--- src/rtl/debug_run_controller_pkg.sv ---
// Shared command codes, FSM state encoding and parameter defaults for the debug run controller.
package debug_run_controller_pkg;

  localparam int CMD_WIDTH_DEF      = 8;
  localparam int CYCLE_CNT_BITS_DEF = 32;
  localparam int MAX_RUN_CYCLES_DEF = 4096;

  localparam logic [7:0] CMD_LOAD = 8'h4C;
  localparam logic [7:0] CMD_RUN  = 8'h43;
  localparam logic [7:0] CMD_STEP = 8'h53;
  localparam logic [7:0] CMD_DUMP = 8'h44;

  typedef enum logic [2:0] {
    ST_IDLE,
    ST_LOAD,
    ST_RUN,
    ST_STEP,
    ST_DUMP,
    ST_HALTED
  } state_t;

endpackage

--- src/rtl/debug_run_controller_sat_counter.sv ---
// Saturating up-counter with synchronous clear (clear wins over increment); one-cycle update latency.
module debug_run_controller_sat_counter #(
  parameter int WIDTH = 32
) (
  input  logic             clk,
  input  logic             reset,
  input  logic             clear,
  input  logic             inc,
  output logic [WIDTH-1:0] count
);

  always_ff @(posedge clk) begin
    if (reset || clear) begin
      count <= '0;
    end else if (inc && (count != {WIDTH{1'b1}})) begin
      count <= count + WIDTH'(1);
    end
  end

endmodule

--- src/rtl/debug_run_controller.sv ---
// Sequences pipeline load/run/step/dump for the debug unit; all outputs registered except o_cmd_ready.
// Commands take effect one clock after acceptance; commands offered while busy are dropped with o_cmd_err.
module debug_run_controller
  import debug_run_controller_pkg::*;
#(
  parameter int CMD_WIDTH      = CMD_WIDTH_DEF,
  parameter int CYCLE_CNT_BITS = CYCLE_CNT_BITS_DEF,
  parameter int MAX_RUN_CYCLES = MAX_RUN_CYCLES_DEF
) (
  input  logic                      i_clk,
  input  logic                      i_reset,
  input  logic                      i_cmd_valid,
  input  logic [CMD_WIDTH-1:0]      i_cmd,
  input  logic                      i_load_done,
  input  logic                      i_program_finished,
  input  logic                      i_dump_done,
  output logic                      o_cmd_ready,
  output logic                      o_cmd_err,
  output logic                      o_load_mode,
  output logic                      o_pipeline_flush,
  output logic                      o_pipeline_enable,
  output logic                      o_dump_req,
  output logic                      o_timeout,
  output logic [CYCLE_CNT_BITS-1:0] o_cycle_count
);

  localparam int RUN_W = $clog2(MAX_RUN_CYCLES + 1);

  state_t state, state_nx;
  logic cmd_err_nx, load_mode_nx, flush_nx, enable_nx, dump_req_nx, timeout_nx;
  logic cnt_clear, run_clear;
  logic [RUN_W-1:0] run_cnt;
  logic cmd_load, cmd_run, cmd_step, cmd_dump, cmd_known;

  assign o_cmd_ready = (state == ST_IDLE) || (state == ST_HALTED);

  assign cmd_load  = (i_cmd == CMD_WIDTH'(CMD_LOAD));
  assign cmd_run   = (i_cmd == CMD_WIDTH'(CMD_RUN));
  assign cmd_step  = (i_cmd == CMD_WIDTH'(CMD_STEP));
  assign cmd_dump  = (i_cmd == CMD_WIDTH'(CMD_DUMP));
  assign cmd_known = cmd_load | cmd_run | cmd_step | cmd_dump;

  always_comb begin
    state_nx     = state;
    cmd_err_nx   = i_cmd_valid && (!o_cmd_ready || !cmd_known);
    load_mode_nx = o_load_mode;
    flush_nx     = 1'b0;
    enable_nx    = 1'b0;
    dump_req_nx  = o_dump_req;
    timeout_nx   = o_timeout;
    cnt_clear    = 1'b0;
    unique case (state)
      ST_IDLE, ST_HALTED: begin
        if (i_cmd_valid) begin
          if (cmd_load) begin
            state_nx     = ST_LOAD;
            flush_nx     = 1'b1;
            load_mode_nx = 1'b1;
            timeout_nx   = 1'b0;
            cnt_clear    = 1'b1;
          end else if (cmd_dump) begin
            state_nx    = ST_DUMP;
            dump_req_nx = 1'b1;
          end else if ((cmd_run || cmd_step) && (state == ST_HALTED)) begin
            cmd_err_nx = 1'b1;
          end else if (cmd_run || cmd_step) begin
            // A program already at HALT gets no enable cycle at all.
            if (i_program_finished) begin
              state_nx    = ST_DUMP;
              dump_req_nx = 1'b1;
            end else begin
              state_nx  = cmd_run ? ST_RUN : ST_STEP;
              enable_nx = 1'b1;
            end
          end
        end
      end
      ST_LOAD: begin
        if (i_load_done) begin
          state_nx     = ST_IDLE;
          load_mode_nx = 1'b0;
        end
      end
      ST_RUN: begin
        // run_cnt already includes the enable cycle in progress.
        if (i_program_finished) begin
          state_nx    = ST_DUMP;
          dump_req_nx = 1'b1;
        end else if (run_cnt >= RUN_W'(MAX_RUN_CYCLES)) begin
          state_nx    = ST_DUMP;
          dump_req_nx = 1'b1;
          timeout_nx  = 1'b1;
        end else begin
          enable_nx = 1'b1;
        end
      end
      ST_STEP: begin
        state_nx    = ST_DUMP;
        dump_req_nx = 1'b1;
      end
      ST_DUMP: begin
        if (i_dump_done) begin
          state_nx    = i_program_finished ? ST_HALTED : ST_IDLE;
          dump_req_nx = 1'b0;
        end
      end
      default: state_nx = ST_IDLE;
    endcase
  end

  assign run_clear = (state_nx != ST_RUN);

  always_ff @(posedge i_clk) begin
    if (i_reset) begin
      state             <= ST_IDLE;
      o_cmd_err         <= 1'b0;
      o_load_mode       <= 1'b0;
      o_pipeline_flush  <= 1'b0;
      o_pipeline_enable <= 1'b0;
      o_dump_req        <= 1'b0;
      o_timeout         <= 1'b0;
    end else begin
      state             <= state_nx;
      o_cmd_err         <= cmd_err_nx;
      o_load_mode       <= load_mode_nx;
      o_pipeline_flush  <= flush_nx;
      o_pipeline_enable <= enable_nx;
      o_dump_req        <= dump_req_nx;
      o_timeout         <= timeout_nx;
    end
  end

  debug_run_controller_sat_counter #(.WIDTH(CYCLE_CNT_BITS)) u_cycle_cnt (
    .clk   (i_clk),
    .reset (i_reset),
    .clear (cnt_clear),
    .inc   (enable_nx),
    .count (o_cycle_count)
  );

  debug_run_controller_sat_counter #(.WIDTH(RUN_W)) u_watchdog (
    .clk   (i_clk),
    .reset (i_reset),
    .clear (run_clear),
    .inc   (enable_nx),
    .count (run_cnt)
  );

endmodule

--- config.mk ---
export PLATFORM = sky130hd
export DESIGN_NAME = debug_run_controller
export DESIGN_NICKNAME = d
export VERILOG_FILES = /design/src/rtl/debug_run_controller_pkg.sv /design/src/rtl/debug_run_controller_sat_counter.sv /design/src/rtl/debug_run_controller.sv
export SDC_FILE = /design/constraint.sdc
export NUM_CORES = 1
export LEC_CHECK = 0
export CORE_MARGIN = 5
export CORE_UTILIZATION = 35
export CTS_CLUSTER_DIAMETER = 100
export DETAILED_ROUTE_END_ITERATION = 10
export PLACE_DENSITY = 0.66
export SYNTH_ARGS = -nofsm -noshare
export SYNTH_HDL_FRONTEND = slang
export SYNTH_SLANG_ARGS = --single-unit
--- constraint.sdc ---
create_clock -name i_clk -period 6.3 [get_ports i_clk]
set_input_delay 1.89 -clock i_clk [delete_from_list [all_inputs] [get_ports i_clk]]
set_output_delay 1.89 -clock i_clk [all_outputs]
set_load 0.02 [all_outputs]
# [Yosys cells after proc, flatten, opt, wreduce, memory -nomap -nowiden]
# Index checks and enable logic that the tools add are counted.
[op_classes] n_addsub=2 mux=48 bitwise_logic=3 magnitude_cmp=1 eq_ne=23 reduce_logical=19
[op_table] cell="3-bit 2-to-1 mux" count=11
[op_table] cell="32-bit by 1-bit adder with 32-bit output, second input constant" count=1
[op_table] cell="8-bit by 7-bit equality test with 1-bit output, second input constant" count=4
[op_table] cell="1-bit 2-to-1 mux" count=32
[op_table] cell="32-bit != test, second input constant" count=1
[op_table] cell="3-bit case mux with 5 select lines" count=1
[op_table] cell="2-bit != test, second input constant" count=7
[op_table] cell="13-bit by 1-bit adder with 13-bit output, second input constant" count=1
[op_table] cell="13-bit >= comparator, second input constant" count=1
[op_table] cell="13-bit != test, second input constant" count=1
[op_table] cell="3-bit != test, second input constant" count=4
[op_table] cell="8-bit AND reduction" count=1
[op_table] cell="3-bit by 2-bit equality test with 1-bit output, second input constant" count=2
[op_table] cell="3-bit equality test, second input constant" count=2
[op_table] cell="1-bit case mux with 2 select lines" count=3
[op_table] cell="1-bit logical OR" count=5
[op_table] cell="5-bit AND reduction" count=1
[op_table] cell="1-bit logical AND" count=4
[op_table] cell="1-bit case mux with 4 select lines" count=1
[op_table] cell="4-bit AND reduction" count=1
[op_table] cell="2-bit nonzero test" count=2
[op_table] cell="4-bit nonzero test" count=1
[op_table] cell="3-bit by 1-bit equality test with 1-bit output, second input constant" count=1
[op_table] cell="3-bit logical NOT" count=1
[op_table] cell="4 further kinds" count=7
[word_totals] regBits=54

# [Longest topological paths before layout]
# Gate-level depths: netlist of the first run.
[depth] ltp_word=12 ltp_mapped=8

# [Hierarchy]
# A second synthesis of the first run with hierarchy kept.
[unflattened] hier_cells=342 hier_area_um2=3004.1
[by_module_without_submodules] module="debug_run_controller_sat_counter at u_cycle_cnt" area_each_um2=1681.6 n_inst=1 cells_per_inst=189
[by_module_without_submodules] module="debug_run_controller_sat_counter at u_watchdog" area_each_um2=671.9 n_inst=1 cells_per_inst=79
[by_module_without_submodules] module="debug_run_controller" area_each_um2=650.6 n_inst=1 cells_per_inst=74

# [Worst setup path after synthesis of the first run]
# No wires, ideal clock.
[synth_timing] path_type="input to register" from="input port i_cmd[1]" to="register u_watchdog.count[0]" path_stages=7 path_buffers=1 required_ns=6.236 arrival_ns=3.446 setup_slack_ns=2.790 setup_time_ns=0.064 cell_sequence="or4b_4 o21ai_2 a31oi_1 or3_1 or3_4 buf_6 nor2_1"
[synth_via] elab_chain_len=11 elab_cells_between_ends=23 cone_classes="eq/ne: 5; mux: 14; reduce/logical: 4"
[synth_lines] item="start, declared" line_no="debug_run_controller.sv:13" text="input logic [CMD_WIDTH-1:0] i_cmd,"
[synth_lines] item="8-bit by 7-bit equality test with 1-bit output" line_no="debug_run_controller.sv:38" text="assign cmd_run = (i_cmd == CMD_WIDTH'(CMD_RUN));"
[synth_lines] item="1-bit 2-to-1 mux" line_no="debug_run_controller.sv:72" text="state_nx = cmd_run ? ST_RUN : ST_STEP;"
[synth_lines] item="3-bit 2-to-1 mux" line_no="debug_run_controller.sv:68" text="if (i_program_finished) begin"
[synth_lines] item="3-bit 2-to-1 mux" line_no="debug_run_controller.sv:66" text="end else if (cmd_run || cmd_step) begin"
[synth_lines] item="3-bit 2-to-1 mux" line_no="debug_run_controller.sv:64" text="end else if ((cmd_run || cmd_step) && (state == ST_HALTED)) begin"
[synth_lines] item="3-bit 2-to-1 mux" line_no="debug_run_controller.sv:61" text="end else if (cmd_dump) begin"
[synth_lines] item="3-bit 2-to-1 mux" line_no="debug_run_controller.sv:55" text="if (cmd_load) begin"
[synth_lines] item="3-bit 2-to-1 mux" line_no="debug_run_controller.sv:54" text="if (i_cmd_valid) begin"
[synth_lines] item="3-bit case mux with 5 select lines" line_no="debug_run_controller.sv:52" text="unique case (state)"
[synth_lines] item="3-bit by 2-bit != test with 1-bit output" line_no="debug_run_controller.sv:111" text="assign run_clear = (state_nx != ST_RUN);"
[synth_lines] item="1-bit logical OR" line_no="debug_run_controller_sat_counter.sv:13" text="if (reset || clear) begin"
[synth_lines] item="end signal, assigned" line_no="debug_run_controller_sat_counter.sv:16" text="count <= count + WIDTH'(1);"
[synth_lines] item="end, declared" line_no="debug_run_controller_sat_counter.sv:9" text="output logic [WIDTH-1:0] count"
# Parallel ways exist; a longest one is shown, timed or not.
# A chain may end at the register's enable or synchronous reset.

# [Worst setup path after layout of the first run]
[layout_timing] from="input port i_cmd[6]" to="register u_cycle_cnt.count[13]"
[layout_via] elab_chain_len=9 elab_cells_between_ends=17 cone_classes="eq/ne: 4; mux: 9; reduce/logical: 4"
[layout_lines] item="8-bit by 7-bit equality test with 1-bit output, on equally long branches" line_no="debug_run_controller.sv:38, debug_run_controller.sv:39"
[layout_lines] item="1-bit logical OR" line_no="debug_run_controller.sv:64, debug_run_controller.sv:66"
[layout_lines] item="1-bit 2-to-1 mux / 1-bit logical AND (equally long branches)" line_no="debug_run_controller.sv:66, debug_run_controller.sv:64"
[layout_lines] item="1-bit 2-to-1 mux" line_no="debug_run_controller.sv:64"
[layout_lines] item="1-bit 2-to-1 mux" line_no="debug_run_controller.sv:61"
[layout_lines] item="1-bit 2-to-1 mux" line_no="debug_run_controller.sv:55"
[layout_lines] item="1-bit 2-to-1 mux" line_no="debug_run_controller.sv:54"
[layout_lines] item="1-bit case mux with 2 select lines" line_no="debug_run_controller.sv:52"
[layout_lines] item="1-bit logical AND" line_no="debug_run_controller_sat_counter.sv:15" text="end else if (inc && (count != {WIDTH{1'b1}})) begin"
[layout_lines] item="end signal, assigned" line_no="debug_run_controller_sat_counter.sv:16"
[layout_lines] item="end, declared" line_no="debug_run_controller_sat_counter.sv:9"
# Parallel ways exist; a longest one is shown, timed or not.

==> impl_metrics.ini, run 1 <==
[critical_path]
path_max_fanout = 5
cp_slowest_cell = a21boi_0
crit_type = primary input to flip-flop
arrival_ns = 4.30
cpPeakStageDelay_ns = 0.64
r2r_start = u_cycle_cnt.count[17]$_SDFFE_PP0P_
critPathLaunchType = primary input
worstSetupEndpointType = flip-flop
crit_chain = clkdlybuf4s50_1, nor3b_1, nand4_1, a21boi_0, nand4_1, xor2_1, nor2_1
crit_path_start = i_cmd[6]
crit_path_frequent_cell = nand4_1
worstPathRequired_ns = 6.48

[synth]
synthSimpleGateAreaFrac_pct = 35.5
synth_area_per_cell_um2 = 8.26
synth_cell_types = 48
synth-seq-cells = 54
synth_compound_area_share_pct = 8.03
synth_cells = 332
synth-adder-area-share_pct = 0.913
synth_edf_count = 0
synth_top_family_by_area = simple AND/OR/NAND/NOR gates
synth_mux_area_share_pct = 0
ys.flop_type = dfxtp_1
synth_warnings = 0
synthesis.nets = 348
async_reset_ff_share_pct = 0
netlist_area_um2 = 2740
synth_xor_area_share_pct = 13.7
yosysSeqAreaShare_pct = 39.4

[sta]
finalSetupViolCount = 0
period_needed_ns = 4.12
maxSlewViolCount = 0
skew_ns = 0.0120
finalHoldViolations = 0
fin_crit_sh_pct = 65.4
final.setup.tns_ns = 0
rsz0062_at_grt = no
hold_ws_ns = 0.513
max_slew_margin_pct = 30.2
tightest_slew_ns = 1.04
fmax_mhz = 243

[global_routing]
overflow = 0
antenna_found_initial = 0
grt_pass1_vias = 2355
grt_pass1_wl_mm = 10.6
grt_max_degree = 33
grt.total_usage_pct = 12.8

[final_layout]
final_nets = 397
diodes = 0
area_delta_synth_final_pct = 25.9
drive_gt1_share_pct = 3.93

[route]
routedWlPerCell_um = 12.8
vias_per_cell = 5.11
ant_nets = 0
wl_mm = 6.19
first_iter_violations = 84
drcViolationCount = 0
vias = 2475
first_pass_iters = 4

[clock_network]
clk_pin_slew_ns = 0.10
post_cts_buffers = 0
clk_path_buf_depth = 2
root_buffer = clkbuf_8
clock_latency_ns = 0.31
cts_resized = 0
htreeDepth = 2
clock_sinks = 54
ctsHoldBuffers = 0
cts_tree = built
cts_buffers = 5

[floorplan]
die_w_um = 98.5
die_h_um = 98.5
dieArea_um2 = 9700
fp-row-count = 32
start_util_pct = 35.7
ios = 53
coreArea_um2 = 7690

[worst_hold_path]
min-delay-start = o_load_mode$_SDFFE_PP0P_
hp-class = flip-flop to flip-flop

[power_and_ir_drop]
leakage_nw = 1.16
peakVddDrop_uv = 85.6
p_per_area_nw_per_um2 = 173
total_power_uw = 596

[place]
port_buffers = 52
place_congestion = 0.874
place_hpwl_mm = 4.73

[job]
max_cap_violations = 0

[run_status]
status = completed
[critical path, delay by kind of cell]
kind	cells	cell delay (ns)
compound gates	1	0.64
xor+xnor	1	0.17
buf+inv	1	0.47
simple gates	4	1.13
[cells in the mapped netlist (all sizes together), types with 3 or more instances]
cell type / count / area, µm²
nor2b: 5 / 31.3
xnor2: 15 / 131
dfxtp: 54 / 1080
a211oi: 4 / 35.0
nor3b: 3 / 22.5
and4: 9 / 78.8
a21oi: 10 / 50.1
buf: 3 / 21.3
o21ai: 5 / 28.8
nand3: 22 / 110
and2: 7 / 43.8
nor3: 14 / 70.1
or3: 3 / 23.8
nor2: 59 / 221
nand4: 15 / 93.8
xor2: 28 / 245
clkbuf: 7 / 26.3
and3: 10 / 62.6
inv: 5 / 18.8
nand2: 25 / 93.8
[per-layer routing]
layer	share of wire [%]	global-route usage [%]
met1	49	17.1
met2	45	20.9
met3	5.2	2.69
met4	1.1	3.47
met5	0	0
[cells in the final DEF, fill, tap and decap left out, drive strengths merged, types with 2 or more instances in the layout]
cell,instances
o21ai,5
or4,2
nand2b,2
nand4,15
nor3,14
xor2,28
nor4b,2
and3,10
ha,2
or3,3
dfxtp,54
nor2,59
nand3,22
nand2,25
clkbuf,6
nor2b,5
and4,9
a21oi,10
nor3b,3
inv,5
xnor2,15
a211oi,4
and2,7
clkdlybuf4s50,52
a31oi,2
a21o,2
a21boi,2
[flip-flops by register name, summed over array words and instances (netlist names)]
signal,cells
o_cmd_err,1
o_dump_req,1
o_load_mode,1
o_pipeline_enable,1
o_pipeline_flush,1
o_timeout,1
state,3
u_cycle_cnt.count,32
u_watchdog.count,13
[cells by family (layout without fill, tap and decap cells)]
group           after synthesis  in the layout
compound gates               32             32
xor+xnor                     43             43
fa+ha+maj                     2              2
buf+inv                      15             65
flops                        54             54
simple gates                186            186
[stage by stage]
step | worst slack (ns) | instances | util [%] | cell area [µm²]
after floorplan | 2.79 | 332 | - | 2740
after global placement | 1.93 | 476 | 43.5 | 3340
after detailed placement | 1.92 | 476 | 43.5 | 3340
after CTS | 2.23 | 484 | 44.9 | 3450
after global routing | 1.97 | 484 | 44.9 | 3450
final | 2.18 | 484 | 44.9 | 3450
[power breakdown]
group          total, mW  internal (mW)  switching [mW]
combinational     0.0270         0.0129          0.0140
clock              0.227          0.119           0.108
sequential         0.342          0.342        0.000630
[final timing paths]
| check | cells past startpoint | slack (ns) | endpoint |
|---|---|---|---|
| setup / recovery | 7 | 2.18 | u_cycle_cnt.count[13]$_SDFFE_PP0P_ |
| hold / removal | 2 | 0.51 | o_load_mode$_SDFFE_PP0P_ |
| setup reg to reg | 6 | 3.99 | u_cycle_cnt.count[25]$_SDFFE_PP0P_ |
| hold reg to reg | 2 | 0.51 | o_load_mode$_SDFFE_PP0P_ |
[final cells by class]
class / count / area [µm²]
Clock buffer: 6 / 72.6
Clock inverter: 2 / 37.5
Fill cell: 782 / 4240
Inverter: 5 / 18.8
Multi-Input combinational cell: 263 / 1590
Sequential cell: 54 / 1080
Tap cell: 102 / 128
Timing Repair Buffer: 52 / 520
No activity file was read; power rests on OpenSTA's default activity.
==> run 2, diff against run 1 <==
- clock period: 6.3 -> 4.2 ns (I/O delays scaled with it)
==> run 2 against run 1 <==
  * Core utilization stayed put
  * Hold slack gained 0.0021 ns
  * Global-route usage is 0.19 points lower
  * Clock-buffer cell count did not move
  * Die area stayed put
  * Final area unchanged
  * Largest cell class unchanged
  * Highest routed layer unchanged
==> impl_metrics.ini, run 2 (synthesized netlist as in run 1, its figures left out) <==
[route]
wl_mm = 6.22
routedWlPerCell_um = 12.9
vias_per_cell = 5.08
vias = 2460
first_iter_violations = 113
ant_nets = 0
drcViolationCount = 0
first_pass_iters = 4

[global_routing]
overflow = 0
grt_pass1_vias = 2238
grt_max_degree = 33
grt.total_usage_pct = 12.6
grt_pass1_wl_mm = 10.3
antenna_found_initial = 0

[clock_network]
cts_tree = built
cts_buffers = 5
ctsHoldBuffers = 0
htreeDepth = 2
cts_resized = 0
clk_path_buf_depth = 2
clock_latency_ns = 0.31
clock_sinks = 54
clk_pin_slew_ns = 0.10
post_cts_buffers = 0
root_buffer = clkbuf_8

[critical_path]
critPathLaunchType = primary input
cp.depth = 7
r2r_start = u_cycle_cnt.count[17]$_SDFFE_PP0P_
worstPathRequired_ns = 4.38
reg2reg_slack_ns = 1.92
critical-path-top-delay-family = simple AND/OR/NAND/NOR gates
r2r-end = u_cycle_cnt.count[27]$_SDFFE_PP0P_
path_max_fanout = 5
r2r_cells = 6
crit_type = primary input to flip-flop
cpPeakStageDelay_ns = 0.66
cp_slowest_cell = a21boi_0
crit_path_start = i_cmd[6]
crit_path_frequent_cell = nand4_1
crit_chain = clkdlybuf4s50_1, nor3b_1, nand4_1, a21boi_0, nand4_1, xor2_1, nor2_1
cp-endpoint = u_cycle_cnt.count[13]$_SDFFE_PP0P_
worstSetupEndpointType = flip-flop
arrival_ns = 3.66
path_buf_inv = 1

[final_layout]
largest_reg_flops = 32
layout_common_cells = 59 x nor2_1, 54 x dfxtp_1, 52 x clkdlybuf4s50_1
drive_gt1_share_pct = 3.93
reg_top3 = u_cycle_cnt.count: 32 flops, u_watchdog.count: 13 flops, state: 3 flops
final_nets = 397
finalNonFillerCells = 484
final_common_cell = nor2_1
area_delta_synth_final_pct = 25.9
fillers = 795
diodes = 0
top_register = u_cycle_cnt.count

[floorplan]
die_w_um = 98.5
fp-row-count = 32
die_h_um = 98.5
dieArea_um2 = 9700
start_util_pct = 35.7
ios = 53
coreArea_um2 = 7690

[sta]
finalSetupViolCount = 0
tightest_slew_ns = 1.01
finalHoldViolations = 0
period_needed_ns = 3.48
max_slew_margin_pct = 32.3
final.setup.tns_ns = 0
skew_ns = 0.0109
fin_crit_sh_pct = 82.8
rsz0062_at_grt = no
maxSlewViolCount = 0
fmax_mhz = 288
hold_ws_ns = 0.515

[place]
place_hpwl_mm = 4.67
place_inst = 476
port_buffers = 52
place_congestion = 0.874

[power_and_ir_drop]
p_per_area_nw_per_um2 = 259
total_power_uw = 895
leakage_nw = 1.16
peakVddDrop_uv = 129

[run_status]
status = completed

[job]
max_cap_violations = 0

[worst_hold_path]
worstHoldPathCells = 2
hp-class = flip-flop to flip-flop
[run 2: per-layer routing]
| metal | vias to the layer above | GRT usage, % | share of wire [%] |
|---|---|---|---|
| li1 | 1259 | - | - |
| met1 | 1132 | 16.9 | 48 |
| met2 | 62 | 19.9 | 45 |
| met3 | 7 | 2.90 | 5.4 |
| met4 | 0 | 4.41 | 1.5 |
| met5 | - | 0 | 0 |
[run 2: where the power goes]
| group | switching (mW) | leakage (nW) | internal [mW] |
|---|---|---|---|
| clock | 0.163 | 0.0514 | 0.178 |
| combinational | 0.0210 | 0.670 | 0.0194 |
| sequential | 0.000989 | 0.435 | 0.512 |
[run 2: worst min-delay path by stage]
stage,startpoint,end,slack [ns]
2_1_floorplan,u_watchdog.count[12]$_SDFFE_PP0P_,u_watchdog.count[12]$_SDFFE_PP0P_,0.47
3_3_place_gp,o_load_mode$_SDFFE_PP0P_,o_load_mode$_SDFFE_PP0P_,0.50
3_5_place_dp,o_load_mode$_SDFFE_PP0P_,o_load_mode$_SDFFE_PP0P_,0.50
4_1_cts,o_load_mode$_SDFFE_PP0P_,o_load_mode$_SDFFE_PP0P_,0.52
5_1_grt,u_watchdog.count[1]$_SDFFE_PP0P_,u_watchdog.count[1]$_SDFFE_PP0P_,0.55
6_report,o_load_mode$_SDFFE_PP0P_,o_load_mode$_SDFFE_PP0P_,0.51
[run 2: worst register-to-register path, stage by stage (launching register included)]
cell	delay, ns
dfxtp_1	0.43
and4_1	0.29
nand4_1	0.17
o31ai_1	0.88
nor3_1	0.15
xnor2_1	0.19
nor2_1	0.05
[run 2: layout make-up]
cell class	count	area, µm²	share of cell area (%)
Multi-Input combinational cell	263	1590	46.2
Clock buffer	6	72.6	2.10
Inverter	5	18.8	0.544
Sequential cell	54	1080	31.3
Tap cell	102	128	3.70
Timing Repair Buffer	52	520	15.1
Clock inverter	2	37.5	1.09
[run 2: metrics by stage]
step	cell area, µm²	setup WS [ns]	utilization, %
2_1_floorplan	2740	1.32	-
3_3_place_gp	3340	0.455	43.5
3_5_place_dp	3340	0.457	43.5
4_1_cts	3450	0.767	44.9
5_1_grt	3450	0.449	44.9
6_report	3450	0.722	44.9
==> RTL edit (flow settings as in run 2) <==
Put a register stage on the output `o_cycle_count`. The value now appears one clock later. The other outputs are not delayed to match.
--- a/src/rtl/debug_run_controller.sv
+++ b/src/rtl/debug_run_controller.sv
@@ -27,2 +27,4 @@
   localparam int RUN_W = $clog2(MAX_RUN_CYCLES + 1);
+
+  logic [CYCLE_CNT_BITS-1:0] o_cycle_count_d;
 
@@ -137,3 +139,3 @@
     .inc   (enable_nx),
-    .count (o_cycle_count)
+    .count (o_cycle_count_d)
   );
@@ -148,2 +150,6 @@
 
+  always_ff @(posedge i_clk) begin
+    o_cycle_count <= o_cycle_count_d;
+  end
+
 endmodule
Behaviour: not the same (a bounded check fails within 4 cycles, from zero or initial values and one cycle with i_reset high).
==> RTL edit against run 2 <==
  * Sequential cell count grew 32
  * First-iteration DRC count grew 62%
  * Count of clock-buffer cells in the layout grew 5
  * Area after synthesis grew 28%
  * Total power grew 59%
  * Final area grew 26%
  * Via count grew 15%
  * Global-route usage grew 0.69 points
  * Routed wire length grew 21%
  * Utilization shrank 0.49 points
  * Non-clock buffer count grew 4
  * Setup slack gained 0.11 ns
==> RTL edit: results (changes against run 2) <==
* Placement-stage cell area at 4151 um2 (+24%)
* Final-layout fill cell count at 954 (+20%)
* Global-route wire length before repair at 12,780 um (+24%)
* Max_slew headroom at 64.61% (+32 points)
* Xor and xnor fraction of the mapped netlist area at 8.722% (-5.0 points)
* Detail Route met3 WL at 503 um (+49%)
* Total instance count after detailed placement at 552 (+16%)
* Wire length on met2 at 3441 um (+24%)
* Vias after detailed routing at 2,817 (+15%)
* Cells after synthesis at 380 (+14%)
* Post-layout total power at 1.422 mW (+59%)
* Endpoint of the most critical setup path: o_cmd_ready
* Critical-path cell with the highest stage delay: sky130_fd_sc_hd__clkdlybuf4s50_1
* FF-to-FF path depth at 7 (+1)
* Layout cell share with drive strength beyond 1 at 7.586% (+3.7 points)
* M1 WL at 3492 um (+16%)
* Run status: completed
* Power dissipated in sequential cells at 0.816 mW (+59%)
* Beginning of the worst hold path: u_cycle_cnt.count[10]
* Share of total power consumed by net switching at 21.81% (+1.1 points)
* Synth area leaders: sky130_fd_sc_hd__dfxtp_1, sky130_fd_sc_hd__nor2_1, sky130_fd_sc_hd__xor2_1
* Post-synthesis sequential area ratio at 48.99% (+9.6 points)
* Largest regs: o_cycle_count (32), u_cycle_cnt.count (32), u_watchdog.count (13)
* Number of violations reported at the end of detailed-routing iteration 0 at 183 (+62%)
* Multiplexer area fraction after synthesis at 0.6052% (+0.61 points)
* Total leakage power at 1.444 nW (+25%)
* Most instantiated cells after synthesis: sky130_fd_sc_hd__dfxtp_1, sky130_fd_sc_hd__nor2_1, sky130_fd_sc_hd__nand2_1
* Final net count at 446 (+12%)
* Source-to-sink clock delay at the later pin of the worst-skew pair at 0.36 ns (+0.05 ns)
* Compound-gate portion of the synthesized area at 7.974% (-0.058 points)
* Startpoint of the most critical register-to-register path: state[2]
* Gp weighted congestion at 0.8701 (-0.48%)
* Maximum level of the CTS H-tree at 3 (+1)
* Wirelength per Cell at 13.25 um (+3.0%)
* Arrival time reported for the critical path endpoint at 2.10 ns (-1.56 ns)
* Sink of the worst hold path: o_cycle_count[10]
* Net count of the mapped netlist at 396 (+14%)
* Ratio of final minimum period to clock period at 80.10% (-2.7 points)
* Number of distinct library cells after synthesis at 51 (+6.3%)
* Slack of the worst reg-to-reg path at 1.74 ns (-0.18 ns)
* Clock transition at path regs at 0.08 ns (-0.02 ns)
* Vias per cell at 4.960 (-2.4%)
## RTL edit: changes by cell type in the layout (fill, tap and decap cells not counted), sizes merged, moves of 5 or more
cell / before / now
nand3: 22 / 17
xor2: 28 / 22
clkbuf: 6 / 11
dfxtp: 54 / 86
nand4: 15 / 21
## RTL edit: layer usage
| layer | global-route usage (%) | vias up |
|---|---|---|
| met5 | 0 | - |
| met4 | 5.013 | 0 |
| met3 | 3.960 | 9 |
| met2 | 20.02 | 71 |
| met1 | 17.91 | 1299 |
| li1 | - | 1438 |
## RTL edit: cell type report
class                           count  area [um2]  share of cell area [%]
Tap cell                          133       166.4                   3.833
Sequential cell                    86        1722                   39.65
Multi-Input combinational cell    269        1683                   38.76
Inverter                            8       30.03                  0.6916
Clock inverter                      5       58.81                   1.354
Clock buffer                       11       131.4                   3.026
Timing Repair Buffer               56       550.5                   12.68
